`src/rtl/fetch_unit_if.sv`:
```
// Instruction memory read port: word request/acknowledge handshake.
interface fetch_unit_if #(
  parameter int DATA_W = 32
);
  logic              mem_req;
  logic [DATA_W-1:0] mem_addr;
  logic              mem_ack;
  logic [DATA_W-1:0] mem_rdata;

  modport master (
    output mem_req,
    output mem_addr,
    input  mem_ack,
    input  mem_rdata
  );

  modport slave (
    input  mem_req,
    input  mem_addr,
    output mem_ack,
    output mem_rdata
  );
endinterface

```
`src/rtl/fetch_unit.sv`:
```
// Instruction fetch stage: issues word reads for the current PC, presents the
// returned instruction to decode, parks one response in a skid register while
// decode stalls, and drops in-flight data when a branch redirects the PC.
module fetch_unit #(
  parameter int                DATA_W   = 32,
  parameter logic [DATA_W-1:0] RESET_IR = 32'h0000_0013
) (
  input  logic              clock,
  input  logic              reset,
  input  logic [DATA_W-1:0] pc_in,
  input  logic              redirect,
  input  logic              stall,
  fetch_unit_if.master      mem,
  output logic              pc_en,
  output logic [DATA_W-1:0] instr_out,
  output logic [DATA_W-1:0] instr_pc_out,
  output logic              instr_valid,
  output logic              fetch_fault
);

  typedef enum logic [2:0] {
    IDLE  = 3'd0,
    REQ   = 3'd1,
    HOLD  = 3'd2,
    DRAIN = 3'd3,
    FAULT = 3'd4
  } state_t;

  state_t            state;
  state_t            state_next;

  logic [DATA_W-1:0] req_addr;
  logic [DATA_W-1:0] ir;
  logic [DATA_W-1:0] ir_pc;
  logic              ir_valid;
  logic [DATA_W-1:0] skid;
  logic [DATA_W-1:0] skid_pc;
  logic              skid_valid;

  // Decoded actions for the current cycle.
  logic              issue;      // latch pc_in as the next request address
  logic              load_ack;   // acked word goes straight to the IR
  logic              load_skid;  // acked word parked while decode stalls
  logic              load_hold;  // parked word moves into the IR

  // State register.
  always_ff @(posedge clock) begin
    if (reset) begin
      state <= IDLE;
    end else begin
      state <= state_next;
    end
  end

  // Next-state and datapath-action decode.
  always_comb begin
    state_next = state;
    issue      = 1'b0;
    load_ack   = 1'b0;
    load_skid  = 1'b0;
    load_hold  = 1'b0;
    case (state)
      IDLE: begin
        if (!redirect && !stall) begin
          if (pc_in[1:0] != 2'b00) begin
            state_next = FAULT;
          end else begin
            state_next = REQ;
            issue      = 1'b1;
          end
        end
      end
      REQ: begin
        if (mem.mem_ack) begin
          if (redirect) begin
            state_next = IDLE;
          end else if (stall) begin
            state_next = HOLD;
            load_skid  = 1'b1;
          end else begin
            load_ack   = 1'b1;
          end
        end else if (redirect) begin
          state_next = DRAIN;
        end
      end
      HOLD: begin
        if (redirect) begin
          state_next = IDLE;
        end else if (!stall) begin
          state_next = IDLE;
          load_hold  = skid_valid;
        end
      end
      DRAIN: begin
        // Request must stay up until the outstanding ack; its data is dropped.
        if (mem.mem_ack) begin
          state_next = IDLE;
        end
      end
      FAULT: begin
        if (redirect) begin
          state_next = IDLE;
        end
      end
      default: begin
        state_next = IDLE;
      end
    endcase
  end

  // Moore outputs plus the combinational PC update enable.
  always_comb begin
    mem.mem_req = (state == REQ) || (state == DRAIN);
    fetch_fault = (state == FAULT);
    pc_en       = redirect || ((state == REQ) && mem.mem_ack);
  end

  // Request address and instruction register.
  always_ff @(posedge clock) begin
    if (reset) begin
      req_addr <= '0;
      ir       <= RESET_IR;
      ir_pc    <= '0;
    end else begin
      if (issue) begin
        req_addr <= pc_in;
      end else if (load_ack) begin
        req_addr <= req_addr + DATA_W'(4);
      end
      if (load_ack) begin
        ir    <= mem.mem_rdata;
        ir_pc <= req_addr;
      end else if (load_hold) begin
        ir    <= skid;
        ir_pc <= skid_pc;
      end
    end
  end

  // Skid register data: only meaningful while skid_valid is set.
  always_ff @(posedge clock) begin
    if (load_skid) begin
      skid    <= mem.mem_rdata;
      skid_pc <= req_addr;
    end
  end

  // Valid flags: a redirect kills anything from the wrong path first.
  always_ff @(posedge clock) begin
    if (reset) begin
      ir_valid   <= 1'b0;
      skid_valid <= 1'b0;
    end else begin
      if (redirect) begin
        ir_valid <= 1'b0;
      end else if (load_ack || load_hold) begin
        ir_valid <= 1'b1;
      end else if (!stall) begin
        ir_valid <= 1'b0;
      end

      if (redirect) begin
        skid_valid <= 1'b0;
      end else if (load_skid) begin
        skid_valid <= 1'b1;
      end else if (load_hold) begin
        skid_valid <= 1'b0;
      end
    end
  end

  assign mem.mem_addr  = req_addr;
  assign instr_out     = ir;
  assign instr_pc_out  = ir_pc;
  assign instr_valid   = ir_valid;

endmodule

```
`src/flat_wrapper.sv`:
```
// flat-port wrapper written by rule: the top's interface ports become plain ports
module fetch_unit_flat 
#(
  parameter int                DATA_W   = 32,
  parameter logic [DATA_W-1:0] RESET_IR = 32'h0000_0013
)
  (clock, reset, pc_in, redirect, stall, pc_en, instr_out, instr_pc_out, instr_valid, fetch_fault, mem_mem_req, mem_mem_addr, mem_mem_ack, mem_mem_rdata);
  fetch_unit_if #(.DATA_W(DATA_W)) mem_i ();
  input  logic clock;
  input  logic reset;
  input  logic [DATA_W-1:0] pc_in;
  input  logic redirect;
  input  logic stall;
  output logic pc_en;
  output logic [DATA_W-1:0] instr_out;
  output logic [DATA_W-1:0] instr_pc_out;
  output logic instr_valid;
  output logic fetch_fault;
  output wire logic [$bits(mem_i.mem_req)-1:0] mem_mem_req;
  output wire logic [$bits(mem_i.mem_addr)-1:0] mem_mem_addr;
  input wire logic [$bits(mem_i.mem_ack)-1:0] mem_mem_ack;
  input wire logic [$bits(mem_i.mem_rdata)-1:0] mem_mem_rdata;
  assign mem_mem_req = mem_i.mem_req;
  assign mem_mem_addr = mem_i.mem_addr;
  assign mem_i.mem_ack = mem_mem_ack;
  assign mem_i.mem_rdata = mem_mem_rdata;
  fetch_unit #(.DATA_W(DATA_W), .RESET_IR(RESET_IR)) u_core (.clock(clock), .reset(reset), .pc_in(pc_in), .redirect(redirect), .stall(stall), .mem(mem_i), .pc_en(pc_en), .instr_out(instr_out), .instr_pc_out(instr_pc_out), .instr_valid(instr_valid), .fetch_fault(fetch_fault));
endmodule
```
`config.mk`:
```
export PLATFORM = sky130hd
export DESIGN_NAME = fetch_unit_flat
export DESIGN_NICKNAME = d
export VERILOG_FILES = /design/src/rtl/fetch_unit_if.sv /design/src/rtl/fetch_unit.sv /design/src/flat_wrapper.sv
export SDC_FILE = /design/constraint.sdc
export NUM_CORES = 1
export LEC_CHECK = 0
export BUFFER_PORTS_ARGS = -buffer_cell sky130_fd_sc_hd__buf_2
export CORE_UTILIZATION = 40
export DETAILED_ROUTE_END_ITERATION = 16
export HOLD_SLACK_MARGIN = 0.08
export PLACE_DENSITY_LB_ADDON = 0.05
export SETUP_SLACK_MARGIN = 0.05
export SLEW_MARGIN = 20
export SYNTH_ARGS = -nofsm -noshare
export SYNTH_HDL_FRONTEND = slang
export SYNTH_SLANG_ARGS = --single-unit
```
`constraint.sdc`:
```
create_clock -name clock -period 3.75 [get_ports clock]
set_clock_uncertainty 0.05 [all_clocks]
set_input_delay 0.1875 -clock clock [delete_from_list [all_inputs] [get_ports clock]]
set_output_delay 0.1875 -clock clock [all_outputs]
set_load 0.02 [all_outputs]
```
Yosys cells after proc, flatten, opt, wreduce, memory -nomap -nowiden
Cells that the tools add are included.
{ "op_classes": {"addsub": 1, "mul": 0, "div_mod_pow": 0, "magnitude_cmp": 0, "n_eq_ne": 11, "shift": 0, "muxes": 35, "bitwise_logic": 0, "n_reduce_logical": 14} }
{ "ops": {"columns": ["op", "n"], "rows": [
  ["$mux 32", 6],
  ["$add 32x3->32 const B", 1],
  ["$mux 3", 10],
  ["$mux 1", 18],
  ["$pmux 3 s5", 1],
  ["$ne 3x3->1 const B", 3],
  ["$reduce_bool 2->1", 4],
  ["$eq 3x2->1 const B", 2],
  ["$reduce_and 6->1", 1],
  ["$ne 2x1->1 const B", 2],
  ["$ne 2x2->1 const B", 2],
  ["$eq 3x1->1 const B", 1],
  ["$eq 3x3->1 const B", 1],
  ["$logic_not 3->1", 1],
  ["$logic_or 1x1->1", 3],
  ["$logic_and 1x1->1", 2],
  ["$logic_not 1->1", 2],
  ["$reduce_or 2->1", 1]
]} }
{ "word_totals": {"regBits": 165, "latch_bits": 0, "ram_bits": 0, "romBits": 0, "in_bits": 69, "memories": 0} }

Longest topological paths before layout
{ "logic_depth": {"word_depth": 6, "mapped_depth": 8} }

Worst setup path before layout
No wires, ideal clock.
{ "synth_path": {"path_kind": "reg2reg", "startpoint": "register u_core.state[2]", "endpoint": "register u_core.skid[0] (enable)", "setup_time_ns": 0.486, "arrival_time_ns": 3.445, "required_ns": 3.214, "slack_ns": -0.231, "path_stages_with_launch": 5, "n_path_buf": 2, "synth_period_minus_slack_ns": 3.981, "path_cell_list": "dfxtp_1 -> buf_2 -> nand4bb_1 -> buf_2 -> nor2_1"} }
{ "synth_between": {"elab_chain_len": 2} }
{ "synth_rtl": {"columns": ["element", "line_no", "text"], "rows": [
  ["start, declared", "fetch_unit.sv:29", "state_t state;"],
  ["start signal, assigned", "fetch_unit.sv:51", "state <= state_next;"],
  ["$eq 3x1->1", "fetch_unit.sv:62", "case (state)"],
  ["$mux 1", "fetch_unit.sv:62", null],
  ["net u_core.load_skid", "fetch_unit.sv:43", "logic load_skid;"],
  ["end signal, assigned", "fetch_unit.sv:144", "skid <= mem.mem_rdata;"],
  ["end, declared", "fetch_unit.sv:36", "logic [DATA_W-1:0] skid;"]
]} }
The timed path passes the listed nets, and every way through them passes these cells.
A chain may end at the register's enable or synchronous reset.

Worst setup path in the final report
{ "layout_path": {"startpoint": "register u_core.state[1]", "endpoint": "register u_core.skid_valid"} }
{ "layout_between": {"elab_chain_len": 3, "word_cells_on_any_way": 6, "classes_between": "2 x eq/ne; 3 x mux; 1 x reduce/logical"} }
{ "layout_rtl": {"columns": ["element", "line_no", "text"], "rows": [
  ["$eq 3x1->1 or $eq 3x2->1 (tied branches)", "fetch_unit.sv:62", null],
  ["$mux 1", "fetch_unit.sv:62", null],
  ["$mux 1 or $reduce_bool 2->1 (tied branches)", null, null],
  ["end signal, assigned", "fetch_unit.sv:164", "skid_valid <= 1'b0;"],
  ["end signal, assigned", "fetch_unit.sv:166", "skid_valid <= 1'b1;"],
  ["end signal, assigned", "fetch_unit.sv:168", "skid_valid <= 1'b0;"],
  ["end, declared", "fetch_unit.sv:38", "logic skid_valid;"]
]} }
Several ways; a longest one is shown, not always the timed one.

==> metrics.cfg <==
[global_routing]
antenna_found_initial=1
grt_pass1_wl_microns=30760
first_global_vias=5828
grt_start_max_net_pins=75
grt_usage_pct=22.46
gr-total-overflow=0

[cells_and_area]
multi_input_comb_area_sq_um=2505
drive_gt1_share_pct=25.77
synthesis_to_layout_area_growth_pct=33.12
instances_no_fill=1098
post-route-util_pct=55.14
final_net_count=938
n_fill_cell=1487
post-route-cell-area_sq_um=8886
seq_area_sq_um=3944

[worst_setup_path]
timing_worst_setup_path_type=flop to flop
crit_path_max_incr_delay_ps=710
critPathCaptureType=flop
rr_endpoint=u_core.skid_valid
crit_arrival_ps=2830
reg2regPathDepth=5
crit_path_cell_trace=nor4bb_1, nand2_1, buf_4, a22oi_1, nor3_1
critical_path.startpoint=u_core.state[1]
crit_fanout=25
critical-path-slowest-cell=nand2_1
setup.worst_path.start_class=flop
rrSetupSlack_ps=1140
cp-endpoint=u_core.skid_valid
timing.rr.start=u_core.state[1]
worst_ep_required_time_ps=3970

[logic_synthesis]
synthesized_area_per_cell_sq_um=10.11
synthDistinctLibCells=50
top_count_cell_post_synth=nand2_1
yosys_warnings=0
number_of_enable_type_register_cells_in_the_synthesized_netlist=64
share_of_the_synthesized_area_in_the_top_cell_type_pct=30.29
yosys_register_bits=165
dominantRegCellSynth=dfxtp_1
synth.yosys.seq_area_share_pct=59.08
ys_top_cells_by_count=nand2_1, dfxtp_1, edfxtp_1, nor2_1
proportion_of_register_bits_with_asynchronous_set_or_reset_after_synthesis_pct=0
post_synth_instance_area_sq_um=6675
post_synth_inst_count=660
synth_top_area_cell=dfxtp_1
synth.area.top_cells=dfxtp_1, edfxtp_1, nand2_1, a22oi_1, a311oi_1
syn_nets=730

[drt]
wirelength_microns=19040
first_iter_violations=327
routed-via-count=6006
remaining_drc_errors=0
routedWlPerCell_microns=17.34
detail-route-antenna-nets=0
detail_route.first_pass.iterations=5
routed_via_density=5.470

[timing]
setup-tns-final_ps=0
max_freq_ghz=0.3835
timing.final.setup_violations=0
min_period_over_period_pct=69.53
timing_worst_slew_pin_value_ps=1030
timing.final.crit_period_ps=2607
grt_setup_unrepaired=no
slew_headroom_pct=31.14
hold_viol=0
timing_max_transition_violations_final=0

[power_and_ir_drop]
power-per-cell-area_nw_per_um2=435.8
worst_vdd_rail_ir_drop_mv=0.2954
power.share.sequential_pct=49.2
p_switching_uw=895.7
combinational_cell_fraction_of_total_power_pct=5.6
intPower_uw=2977
p_leak_uw=0.003387
swShare_pct=23.13
clock_power_share_pct=45.3

[hold_path]
hold_path.class=input port to flop

[place]
place_area_sq_um=7665
routabilityCongestion=0.8629
placement.io_buffers=168
dpl.cell_count=1003
dp_wirelength_microns=11980

[outcome]
run_status=finished clean

[floorplan]
floorplan.die.width_microns=131.2
rows=46
initial_core_util_pct=41.42
fp.coreArea_sq_um=16120
number_of_primary_i_o_pins=169
floorplan.die_area_sq_um=17210
fp.dieH_microns=131.2

[cts]
cts.reportedPaths.clkPinSlew_ps=70
cts_buffers=17
clock_latency_ps=420
clk_path_buf_depth=2
cts_repair_resize_count=0
cts_tree=built
clockRootBuffer=clkbuf_16
cts_max_level=4
numClockSinks=165

[run]
timing.max_cap.violations=0

## layer usage
metal | vias up | wire, microns | GRT usage (%)
met4 | 0 | 242 | 7.320
met5 | - | 0 | 0
met1 | 2930 | 8761 | 30.00
li1 | 2877 | - | -
met3 | 20 | 1060 | 4.552
met2 | 179 | 8974 | 36.35
## cells by family after synthesis
kind of cell / after synthesis / share of synthesized area, %
AOI/OAI and AO/OA: 177 / 18.13
xor gates and xnor gates: 8 / 1.050
adders and majority gates: 1 / 0.1874
buffers and inverters: 55 / 3.561
DFF: 165 / 59.08
muxes: 2 / 0.3186
and+or+nand+nor: 252 / 17.68
## through the flow
stage	total power, uW	hold slack, ps	setup WS (ps)
3_5_place_dp	2106	330.6	1177
5_1_grt	4000	113.9	926.7
3_3_place_gp	2103	330.5	1299
4_1_cts	3907	80.92	1166
2_1_floorplan	2020	216.8	838.8
6_report	3873	100.7	1143
## how the worst min path moves through the flow
stage                     start                       to  slack [ps]  depth (start not counted)
6_report              pc_in[11]  u_core.mem.mem_addr[11]         100                          3
5_1_grt               pc_in[11]  u_core.mem.mem_addr[11]         110                          3
4_1_cts               pc_in[11]  u_core.mem.mem_addr[11]          80                          3
3_5_place_dp   mem_mem_rdata[8]           u_core.skid[8]         330                          1
3_3_place_gp   mem_mem_rdata[6]           u_core.skid[6]         330                          1
2_1_floorplan          redirect       u_core.instr_valid         220                          1
## state kept, by name, indices dropped and copies added (netlist names)
name	flops
u_core.skid	32
u_core.state	3
u_core.instr_pc_out	32
u_core.skid_pc	32
u_core.instr_valid	1
u_core.instr_out	32
u_core.mem.mem_addr	32
u_core.skid_valid	1
## power groups by stage
stage                     logic, uW  clock network [uW]  registers [uW]
after global placement          160                   0            1940
after floorplan                70.9                   0            1950
final                           216                1750            1900
after detailed placement        163                   0            1940
after global routing            233                1860            1910
after CTS                       215                1790            1900
## cells in the final DEF, fill, tap and decap left out, drive strengths merged, types with 2 or more instances in the layout
cell type / Yosys / layout
a211oi: 8 / 8
or4: 3 / 3
a311oi: 31 / 31
bufinv: 0 / 2
nand4: 10 / 10
a31oi: 16 / 16
nor2: 51 / 51
and2: 3 / 3
or2: 5 / 5
and3: 5 / 5
clkinv: 0 / 4
dfxtp: 101 / 101
nand2: 122 / 122
a21oi: 44 / 44
o211ai: 5 / 5
o22ai: 6 / 6
and4: 5 / 5
nor3: 11 / 11
dlygate4sd3: 0 / 62
o21ai: 12 / 12
nand3: 11 / 11
xnor2: 7 / 7
o31a: 4 / 4
inv: 4 / 9
buf: 18 / 178
clkinvlp: 0 / 4
a22oi: 44 / 44
edfxtp: 64 / 64
o21bai: 3 / 3
clkbuf: 33 / 17
nor4: 10 / 10
or3: 8 / 8
nor3b: 3 / 3
## area by class of cell
cell class | count | area share (%)
multi-input cells | 440 | 28.19
repair buffers | 240 | 17.46
flip-flops and latches | 165 | 44.38
well taps | 216 | 3.041
inverters | 4 | 0.1690
clock inverters | 15 | 1.943
clock buffers | 17 | 4.787
diodes | 1 | 0.02816
## critical path: cells and delay by family, from the launching register on
kind            cells  cell delay, ps
simple gates        3            1250
flops               1             550
buf+inv             1             450
compound gates      1             150
## timing repair
action | in CTS | in global routing
buffers inserted | 0 | 0
hold buffers | 62 | 0
hold endpoints to repair | 92 | 0
Power figures use the tool's default switching activity.
